### src/rtl/stream_fifo_pkg.sv
// Shared types for the stream FIFO: output buffer sizing and
// the slot-demand helper used to gate RAM reads.
package stream_fifo_pkg;

  localparam int unsigned BUF_SLOTS = 2;

  typedef logic [1:0] slot_cnt_t;

  // Words that will sit in the output buffer once in-flight
  // reads land and this cycle's pop has left.
  function automatic logic [2:0] slot_demand(
    input slot_cnt_t occ,
    input logic      pending,
    input logic      pop
  );
    return {1'b0, occ} + {2'b0, pending} - {2'b0, pop};
  endfunction

endpackage

### src/rtl/stream_fifo_dual_port_memory.sv
// Simple dual-port RAM: one write port, one read port with a
// registered (1-cycle) read result.
module dual_port_memory #(
  parameter int WIDTH = 16,
  parameter int DEPTH = 256,
  parameter int AW    = $clog2(DEPTH)
) (
  input  logic             write_clock,
  input  logic             write_clock_enable,
  input  logic             write_enable,
  input  logic [AW-1:0]    write_address,
  input  logic [WIDTH-1:0] write_data,
  input  logic             read_clock,
  input  logic             read_clock_enable,
  input  logic             read_enable,
  input  logic [AW-1:0]    read_address,
  output logic [WIDTH-1:0] read_data
);

  logic [WIDTH-1:0] mem [DEPTH];

  always_ff @(posedge write_clock) begin
    if (write_clock_enable && write_enable)
      mem[write_address] <= write_data;
  end

  always_ff @(posedge read_clock) begin
    if (read_clock_enable && read_enable)
      read_data <= mem[read_address];
  end

endmodule

### src/rtl/stream_fifo.sv
// Valid/ready FIFO backed by one RAM block, with a 2-entry
// register buffer in front of the output to hide read latency.
module stream_fifo
  import stream_fifo_pkg::*;
#(
  parameter int WIDTH = 16,
  parameter int DEPTH = 256
) (
  input  logic                       clock,
  input  logic                       reset,
  input  logic [WIDTH-1:0]           in_data,
  input  logic                       in_valid,
  output logic                       in_ready,
  output logic [WIDTH-1:0]           out_data,
  output logic                       out_valid,
  input  logic                       out_ready,
  output logic [$clog2(DEPTH):0]     count,
  output logic                       full,
  output logic                       empty
);

  localparam int AW = $clog2(DEPTH);
  localparam int CW = AW + 1;

  logic [AW-1:0]    wr_ptr;
  logic [AW-1:0]    rd_ptr;
  logic [CW-1:0]    mem_occ;
  slot_cnt_t        buf_occ;
  slot_cnt_t        occ_next;
  logic             rd_pending;
  logic [WIDTH-1:0] rd_data;
  logic [WIDTH-1:0] buf_head;
  logic [WIDTH-1:0] buf_tail;
  logic [WIDTH-1:0] head_next;
  logic [WIDTH-1:0] tail_next;
  logic             accept;
  logic             pop;
  logic             read_en;

  assign full      = (count == CW'(DEPTH));
  assign empty     = (count == '0);
  assign in_ready  = !full;
  assign out_valid = (buf_occ != '0);
  assign out_data  = buf_head;
  assign accept    = in_valid && in_ready;
  assign pop       = out_valid && out_ready;

  // Read only when the landing word is guaranteed a buffer slot.
  assign read_en = (mem_occ != '0) &&
    (slot_demand(buf_occ, rd_pending, pop) < 3'(BUF_SLOTS));

  always_comb begin
    head_next = buf_head;
    tail_next = buf_tail;
    occ_next  = buf_occ - slot_cnt_t'(pop);
    if (pop)
      head_next = buf_tail;
    if (rd_pending) begin
      if (occ_next == 2'd0)
        head_next = rd_data;
      else
        tail_next = rd_data;
      occ_next = occ_next + 2'd1;
    end
  end

  always_ff @(posedge clock) begin
    if (reset) begin
      wr_ptr     <= '0;
      rd_ptr     <= '0;
      mem_occ    <= '0;
      count      <= '0;
      buf_occ    <= '0;
      rd_pending <= 1'b0;
    end else begin
      if (accept)
        wr_ptr <= wr_ptr + AW'(1);
      if (read_en)
        rd_ptr <= rd_ptr + AW'(1);
      mem_occ    <= mem_occ + CW'(accept) - CW'(read_en);
      count      <= count + CW'(accept) - CW'(pop);
      buf_occ    <= occ_next;
      rd_pending <= read_en;
    end
  end

  always_ff @(posedge clock) begin
    buf_head <= head_next;
    buf_tail <= tail_next;
  end

  dual_port_memory #(
    .WIDTH (WIDTH),
    .DEPTH (DEPTH),
    .AW    (AW)
  ) u_mem (
    .write_clock        (clock),
    .write_clock_enable (1'b1),
    .write_enable       (accept),
    .write_address      (wr_ptr),
    .write_data         (in_data),
    .read_clock         (clock),
    .read_clock_enable  (1'b1),
    .read_enable        (read_en),
    .read_address       (rd_ptr),
    .read_data          (rd_data)
  );

endmodule

### config.mk
export PLATFORM = sky130hd
export DESIGN_NAME = stream_fifo
export DESIGN_NICKNAME = d
export VERILOG_FILES = /design/src/rtl/stream_fifo_pkg.sv /design/src/rtl/stream_fifo_dual_port_memory.sv /design/src/rtl/stream_fifo.sv
export SDC_FILE = /design/constraint.sdc
export NUM_CORES = 2
export LEC_CHECK = 0
export CAP_MARGIN = 40
export CELL_PAD_IN_SITES_DETAIL_PLACEMENT = 0
export CELL_PAD_IN_SITES_GLOBAL_PLACEMENT = 2
export CORE_MARGIN = 3
export CORE_UTILIZATION = 55
export CTS_CLUSTER_DIAMETER = 60
export DETAILED_ROUTE_END_ITERATION = 16
export PLACE_DENSITY_LB_ADDON = 0.1
export REMOVE_ABC_BUFFERS = 1
export SKIP_CTS_REPAIR_TIMING = 1
export SYNTH_ARGS = -nofsm -noshare
export SYNTH_HDL_FRONTEND = slang
export SYNTH_SLANG_ARGS = --single-unit
### constraint.sdc
create_clock -name clock -period 10.6 [get_ports clock]
set_input_delay 2.12 -clock clock [delete_from_list [all_inputs] [get_ports clock]]
set_output_delay 2.12 -clock clock [all_outputs]
set_load 0.05 [all_outputs]
; Word-level counts from Yosys, hierarchy flattened
; Memory sizes are Yosys's and may differ from the RTL's. A register that Yosys moved wholly into a read port is not among the register bits.
; Cells that the tools add are included.
[totals]
word_cells = 37
romBits = 0
n_memories = 1
ramBits = 4096
out_inout_bits = 29
latch_bits = 0
in_bits = 20
register_bits = 69
[classes]
order_cmp = 1
n_div = 0
mux = 6
n_reduce_logical = 9
add_sub_neg = 10
n_eq_ne = 1
n_shift = 0
bitwise_logic = 1
multipliers = 0
[memory_table]
columns = name, words, word_bits, read_ports, rd_ports_with_merged_regs, wr, line
row1 = u_mem.mem, 256, 16, 1, 1, 1, stream_fifo_dual_port_memory.sv:20  ; logic [WIDTH-1:0] mem [DEPTH];
[ops]
columns = op, count
row1 = $mux 16, 3
row2 = $add 9x1->9, 2
row3 = $sub 9x1->9, 2
row4 = $add 8x1->8 const B, 2
row5 = $eq 9x9->1 const B, 1
row6 = $logic_not 9->1, 1
row7 = $reduce_bool 9->1, 1
row8 = $add 2x1->3, 1
row9 = $logic_and 1x1->1, 3
row10 = $lt 3x2->1 const B, 1
row11 = $sub 3x1->3, 1
row12 = $add 2x1->2 const B, 1
row13 = $logic_not 2->1, 1
row14 = $mux 1, 2
row15 = $mux 2, 1
row16 = $reduce_and 2->1, 1
row17 = $reduce_bool 2->1, 1
row18 = $sub 2x1->2, 1
row19 = $logic_not 1->1, 1
row20 = $not 1->1, 1

; Logic depth before layout (Yosys ltp)
[depth]
word_depth = 6
mapped_depth = 21

; Modules after synthesis
; A second synthesis with hierarchy kept.
[unflattened]
hier_cells = 7761
hier_area_um2 = 162218.1
[by_module_without_submodules]
columns = module, seq_area_each_um2, n_inst, area_each_um2, cells_each
row1 = dual_port_memory, 123478.4, 1, 158643.4, 7388
row2 = stream_fifo, 1541.5, 1, 3574.7, 373

; Worst setup path before layout
; No wires, ideal clock.
[synth_path]
kind = input to register
from = input out_ready
to = register mem_occ[8]
n_path_buf = 1
stages = 19
arrival_ps = 6706
setup_time_ps = 130
setup_slack_ps = 3764
path_cell_list = nand2_1 -> clkbuf_1 -> nor2_1 -> fa_1 -> xnor2_1 -> nand2_1 -> a31oi_1 -> ha_1 -> inv_1 -> ha_1 -> inv_1 -> fa_1 -> nand2b_1 -> a21oi_1 -> o21ai_0 -> a21oi_1 -> o211ai_1 -> a21oi_1 -> nor3b_1
[synth_via]
elab_chain_cells = 5
[synth_lines]
columns = item, line
row1 = "start, declared", stream_fifo.sv:16  ; input logic out_ready,
row2 = $logic_and 1x1->1, stream_fifo.sv:46  ; assign pop = out_valid && out_ready;
row3 = $sub 3x1->3, stream_fifo_pkg.sv:16  ; return {1'b0, occ} + {2'b0, pending} - {2'b0, pop};
row4 = $lt 3x2->1, stream_fifo.sv:50  ; (slot_demand(buf_occ, rd_pending, pop) < 3'(BUF_SLOTS));
row5 = $logic_and 1x1->1, stream_fifo.sv:49  ; assign read_en = (mem_occ != '0) &&
row6 = net read_en, stream_fifo.sv:38  ; logic read_en;
row7 = $sub 9x1->9, stream_fifo.sv:80  ; mem_occ <= mem_occ + CW'(accept) - CW'(read_en);
row8 = "end signal, assigned", stream_fifo.sv:80
row9 = "end, declared", stream_fifo.sv:27  ; logic [CW-1:0] mem_occ;
; The timed path passes the listed nets, and every way through them passes these cells.
; A chain may end at the register's enable or synchronous reset.

; Worst setup path in the final report
; Same ends and word-level chain as after synthesis.

==> results.sh <==
export IMPL_io_buffers=48
export IMPL_p_total_mw=39.82
export IMPL_clk_pin_slew_worst_paths_ps=60
export IMPL_p_seq_share_pct=46.6
export IMPL_synth_area_leader_cell="edfxtp_1"
export IMPL_synth_distinct_cells=79
export IMPL_syn_avg_cell_area_um2=21.39
export IMPL_rows=198
export IMPL_swShare_pct=25.52
export IMPL_cts_htree_levels=5
export IMPL_min_to="buf_tail[12]"
export IMPL_routedWlPerCell_um=38.02
export IMPL_drtPass1Iterations=5
export IMPL_worstPathArrival_ps=6510
export IMPL_antenna_found_initial=41
export IMPL_vias_per_cell=6.720
export IMPL_drc=0
export IMPL_synthAdderAreaFrac_pct=0.2774
export IMPL_cp_required_ps=11380
export IMPL_max_slew_worst_pin_slew_ps=1267
export IMPL_dp_hpwl_mm=279.4
export IMPL_hold_viol=0
export IMPL_die_width_um=547.8
export IMPL_synth_top_family_by_area="multiplexers"
export IMPL_synth_main_ff_cell="edfxtp_1"
export IMPL_drive_gt1_share_pct=25.09
export IMPL_worst_path_largest_cell_delay_ps=580
export IMPL_initial_core_util_pct=55.37
export IMPL_period_minus_slack_ps=5727
export IMPL_fin_area_um2=183100
export IMPL_drtIter0Drc=11880
export IMPL_grt_usage_pct=31.17
export IMPL_min_from="u_mem.read_data[12]"
export IMPL_synth_edf_count=4128
export IMPL_crit_fanout=24
export IMPL_area_delta_synth_final_pct=13.40
export IMPL_synth_most_common_cell="edfxtp_1"
export IMPL_clk_latency_ps=980
export IMPL_slowest_stage="nand2_2"
export IMPL_layout_cells_non_filler=12360
export IMPL_rsz0062_at_grt="false"
export IMPL_skew_ps=57.13
export IMPL_comb_power_share_pct=16.1
export IMPL_r2r_slack_ps=5200
export IMPL_post_dp_cell_area_um2=169200
export IMPL_setup_tns_ps=0
export IMPL_clk_path_buf_depth=4
export IMPL_switchingPower_mw=10.16
export IMPL_synth_commonest_cells="edfxtp_1 (4128), mux4_2 (853), mux2i_1 (435), nor2_1 (329), a21oi_1 (191)"
export IMPL_hold_path_depth=0
export IMPL_ys_top_cells_by_area="edfxtp_1 (77%), mux4_2 (12%), mux2i_1 (2.7%)"
export IMPL_cts_root_buffer="clkbuf_16"
export IMPL_routabilityCongestion=0.8646
export IMPL_r2r_end="u_mem.read_data[12]"
export IMPL_max_freq_ghz=0.1746
export IMPL_grt_overflow_total=0
export IMPL_nNetsFinal=8139
export IMPL_outcome="complete, no violations"
export IMPL_finalSetupViolCount=0
export IMPL_syn_inst=7549
export IMPL_grt_max_degree=177
export IMPL_grt_pass1_wl_mm=649.6
export IMPL_drt_total_wl_mm=469.8
export IMPL_synthArstFlopShare_pct=0
export IMPL_cap_violations=0
export IMPL_r2r_start="rd_ptr[0]"
export IMPL_slew_violations=0
export IMPL_internal_power_mw=29.66
export IMPL_ios=49
export IMPL_fp_dieH_um=547.8
export IMPL_synth_area_mux_share_pct=14.97
export IMPL_vdd_drop_max_mv=0.3896
export IMPL_cts_buffers=426
export IMPL_cts_tree="yes"
export IMPL_cts_sinks=4181
export IMPL_grt_pass1_vias=80410
export IMPL_leakage_nw=57.11
export IMPL_synth_compound_area_share_pct=3.545
export IMPL_path_cells="clkdlybuf4s50_1 -> nand2_2 -> nor2_1 -> fa_1 -> xnor2_1 -> nand2_1 -> a31oi_4 -> buf_4 -> ha_1 -> inv_1 -> ha_1 -> inv_1 -> fa_1 -> nand2b_1 -> a21oi_1 -> o21ai_0 -> a21oi_1 -> o211ai_1 -> a21oi_1 -> nor3b_1"
export IMPL_relSlewSlack_pct=15.50
export IMPL_core_area_um2=291600
export IMPL_drtAntennaViolNets=0
export IMPL_reg2reg_depth=10
export IMPL_cp_start_kind="primary input"
export IMPL_synth_xor_area_share_pct=0.1573
export IMPL_clkPwrFrac_pct=37.3
export IMPL_yosys_area_top_type_share_pct=76.78
export IMPL_die_area_um2=300100
export IMPL_place_inst=11550
export IMPL_period_share_pct=54.03
export IMPL_yosys_warnings=0
export IMPL_hold_class="register to register"
export IMPL_crit_path_end_kind="register"
export IMPL_seq_area_frac_synth_pct=77.43
export IMPL_cellPowerDensity_nw_per_um2=217.5
export IMPL_via_count=83030
export IMPL_cp_common_cell="a21oi_1"
export IMPL_ys_ff_latch=4181
export IMPL_synth_simple_area_share_pct=1.803
export IMPL_critPathKind="primary input to register"
export IMPL_final_util_pct=62.79
export IMPL_syn_cell_area_um2=161500
## cell type report
type                    instances  area [µm²]
diodes                         21       52.55
clock buffers                 517       11130
flip-flops and latches       4181      125000
clock inverters               261        2640
fillers                     20060      108500
inverters                      37       148.9
well taps                    3900        4880
repair buffers                558        5298
multi-input cells            2881       33910
## critical path: cells and delay by family
kind | cells | cell delay [ps]
adder cells (fa/ha/maj) | 4 | 1290
AND/OR/NAND/NOR | 5 | 1040
buffers and inverters | 4 | 980
AO/OA/AOI/OAI | 6 | 940
XOR/XNOR | 1 | 140
## layout by cell type, fill, tap and decap left out, types with 14 or more instances in the layout
| master | instances |
|---|---|
| o221ai_1 | 55 |
| buf_16 | 16 |
| mux4_1 | 19 |
| clkinv_2 | 69 |
| clkdlybuf4s50_1 | 31 |
| buf_4 | 399 |
| xnor2_1 | 20 |
| nor2b_1 | 23 |
| nor2_2 | 66 |
| mux4_2 | 853 |
| a221oi_1 | 80 |
| mux2i_1 | 435 |
| edfxtp_1 | 4128 |
| inv_1 | 32 |
| o211ai_1 | 15 |
| diode_2 | 21 |
| dfxtp_1 | 46 |
| nor2_1 | 258 |
| buf_12 | 23 |
| ha_1 | 31 |
| clkbuf_1 | 84 |
| buf_8 | 53 |
| a22oi_1 | 117 |
| nand2_1 | 176 |
| a21oi_1 | 191 |
| clkinv_1 | 101 |
| a211oi_1 | 61 |
| a22o_1 | 17 |
| nand3_1 | 46 |
| o21ai_0 | 85 |
| bufinv_16 | 45 |
| a31oi_1 | 25 |
| buf_2 | 16 |
| clkbuf_16 | 431 |
| nor3_1 | 17 |
| o22ai_1 | 63 |
| a221o_1 | 14 |
## logic make-up after synthesis
group           after synthesis
buf+inv                     487
mux                        1317
compound gates              822
flops                      4181
fa+ha+maj                    34
simple gates                679
xor+xnor                     29
## flip-flops by register name, summed over array words and instances (netlist names)
register and count:
u_mem.mem 4096, buf_tail 16, out_data 16, u_mem.read_data 16, count 9, mem_occ 9
rd_ptr 8, wr_ptr 8, buf_occ 2, rd_pending 1
## worst max-delay path by stage
| stage | start | slack (ps) | to | cells after the start |
|---|---|---|---|---|
| after floorplan | rd_ptr[0] | -46200 | u_mem.read_data[14] | 7 |
| after global placement | out_ready | 3700 | mem_occ[8] | 20 |
| after detailed placement | out_ready | 3930 | mem_occ[8] | 20 |
| after CTS | out_ready | 4930 | mem_occ[8] | 20 |
| after global routing | out_ready | 4600 | mem_occ[8] | 20 |
| final | out_ready | 4870 | mem_occ[8] | 20 |
## per-layer routing
metal | part of all wire, % | routed length [µm] | GRT usage, %
met2 | 47 | 219300 | 47.53
met4 | 3.9 | 18470 | 10.98
met5 | 0.015 | 71 | 0
met3 | 10 | 47480 | 6.783
met1 | 39 | 184400 | 45.20
## metrics by stage
stage | setup slack (ps) | hold slack [ps]
finish | 4873 | 449.0
global route | 4601 | 463.8
CTS | 4935 | 448.0
detailed placement | 3926 | 433.5
global placement | 3704 | 433.9
floorplan | -46200 | 426.2
## power groups by stage
stage	Sequential (mW)	Clock [mW]	Combinational [mW]
after floorplan	19.4	0	7.06
after global placement	18.9	0	6.33
after detailed placement	18.9	0	6.43
after CTS	18.6	15.0	6.45
after global routing	18.6	15.7	6.76
final	18.6	14.8	6.40
No activity file was read; power rests on OpenSTA's default activity.
==> variant, RTL diff (config.mk and constraints unchanged) <==
`WIDTH` is set to 16 in 2 places; all go to 14.
--- a/src/rtl/stream_fifo_dual_port_memory.sv
+++ b/src/rtl/stream_fifo_dual_port_memory.sv
@@ -1,7 +1,7 @@
 // Simple dual-port RAM: one write port, one read port with a
 // registered (1-cycle) read result.
 module dual_port_memory #(
-  parameter int WIDTH = 16,
+  parameter int WIDTH = 14,
   parameter int DEPTH = 256,
   parameter int AW    = $clog2(DEPTH)
 ) (
--- a/src/rtl/stream_fifo.sv
+++ b/src/rtl/stream_fifo.sv
@@ -3,7 +3,7 @@
 module stream_fifo
   import stream_fifo_pkg::*;
 #(
-  parameter int WIDTH = 16,
+  parameter int WIDTH = 14,
   parameter int DEPTH = 256
 ) (
   input  logic                       clock,
Interface: changed (resized in_data and out_data); port bits go from 49 to 45. The function was not compared with the original's and may differ.
==> variant against the unedited design <==
  * Area after synthesis is 12% lower
  * Critical path type is now flip-flop to flip-flop
  * Final cell count is 12% lower
  * Final area is 13% lower
  * Via count is 13% lower
  * Worst setup slack better by 0.22 ns
  * Total power is 13% lower
  * Critical endpoint is now u_mem.read_data[9]
  * Wire length is 13% lower
  * Sequential cell count is 518 lower
==> variant: results (changes against the unedited design) <==
outcome finished clean; r2r worst-path depth 9 (-1); startpoint class of the critical path flip-flop; Largest register FFs 3584 (-13%); antenna violations before repair 28 (-32%); Fillers 17453 (-13%); DR WL met3 41.85 mm (-12%); Final Cycle Share 51.96% (-2.1 points); Crit Path Max Fanout 26 (+8.3%); sequential area share after synthesis 77.45% (about the same); worst r2r src rd_ptr[2]; Post-synth EDFFs 3612 (-13%); met1 wire length 163.1 mm (-12%); routability cong. 0.8495 (-1.7%); Crit path largest cell delay 0.84 ns (+0.26 ns); drt via density 6.714 (about the same); Final nets 7214 (-11%); RR Endpoint u_mem.read_data[9]; DRT iter0 DRCs 11063 (-6.9%); Pre-Repair DR Iteration Count 6 (+1); WL/cell 37.83 um (-0.51%); number of port buffers 44 (-8.3%); hpwl dp 247.3 mm (-12%); crit-path leading delay family compound AO/OA/AOI/OAI gates; post-synth cell types 71 (-10%); FF-to-FF setup slack 5.09 ns (-0.11 ns); total CTS buffers 385 (-9.6%); Placed Area 148200 sq um (-12%); leakage 50.11 nW (-12%); top cell type's share of synthesized area 76.73% (about the same); Setup Skew 0.05330 ns (-0.003837 ns); share of cells above drive strength 1 24.63% (-0.46 points); vias in the first global route 70271 (-13%); pre-CTS WS 4.431 ns (+0.5053 ns)
[variant: changes by cell type after synthesis, moves of 13 or more]
cell      before   now
edfxtp_1    4128  3612
mux4_2       853   779
mux2i_1      435   376
a21oi_1      191   156
a211oi_1      64    36
a22oi_1      117    92
clkbuf_1     165   140
buf_4         33    57
o22ai_1       63    41
buf_8         22     2
mux4_1        19     0
nand2_1      182   163
buf_2        133   117
buf_6         59    46
[variant: area by class of cell]
| type | count | area (sq um) | area share (%) |
|---|---|---|---|
| multi-input cells | 2555 | 29770 | 18.62 |
| clock inverters | 196 | 1609 | 1.007 |
| inverters | 36 | 147.6 | 0.09237 |
| repair buffers | 521 | 4566 | 2.856 |
| clock buffers | 476 | 10020 | 6.268 |
| flip-flops and latches | 3663 | 109500 | 68.51 |
| diodes | 5 | 12.51 | 0.007828 |
| well taps | 3366 | 4212 | 2.635 |
[variant: power breakdown]
part | leakage, nW | internal [mW] | total (mW) | switching [mW]
Clock | 5.68 | 7.26 | 12.6 | 5.39
Sequential | 32.9 | 16.1 | 16.3 | 0.171
Combinational | 11.5 | 2.42 | 5.72 | 3.30
Total | 50.1 | 25.8 | 34.6 | 8.85
[variant: logic make-up after synthesis]
family,Yosys count,synth area share [%]
flip-flops,3663,77.45
AND/OR/NAND/NOR,649,1.934
XOR/XNOR,30,0.1859
adder cells (fa/ha/maj),34,0.3169
buffers and inverters,421,1.633
AO/OA/AOI/OAI,678,3.339
multiplexers,1164,15.14
[variant: layer usage]
metal / global-route usage [%] / vias to the layer above
li1: - / 28873
met2: 47.16 / 4089
met3: 6.772 / 621
met5: 0 / -
met1: 46.13 / 39042
met4: 9.245 / 12
[variant: stage by stage]
stage | std cells | power (mW)
final | 10818 | 34.62
after global routing | 10814 | 35.69
after CTS | 10806 | 34.81
after detailed placement | 10134 | 22.31
after global placement | 10086 | 22.24
after floorplan | 6254 | 23.49
[variant: how the worst min path moves through the flow]
| stage | to | slack (ns) |
|---|---|---|
| 6_report | buf_tail[13] | 0.46 |
| 5_1_grt | buf_tail[3] | 0.47 |
| 4_1_cts | buf_tail[2] | 0.46 |
| 3_5_place_dp | buf_tail[10] | 0.43 |
| 3_3_place_gp | buf_tail[13] | 0.44 |
| 2_1_floorplan | buf_tail[0] | 0.43 |
[variant: worst register-to-register path: cells and delay by family, from the launching register on]
| kind | cells | cell delay [ns] |
|---|---|---|
| AOI/OAI and AO/OA | 4 | 2.04 |
| DFF | 1 | 0.80 |
| buffers and inverters | 4 | 2.00 |
| and+or+nand+nor | 1 | 0.37 |
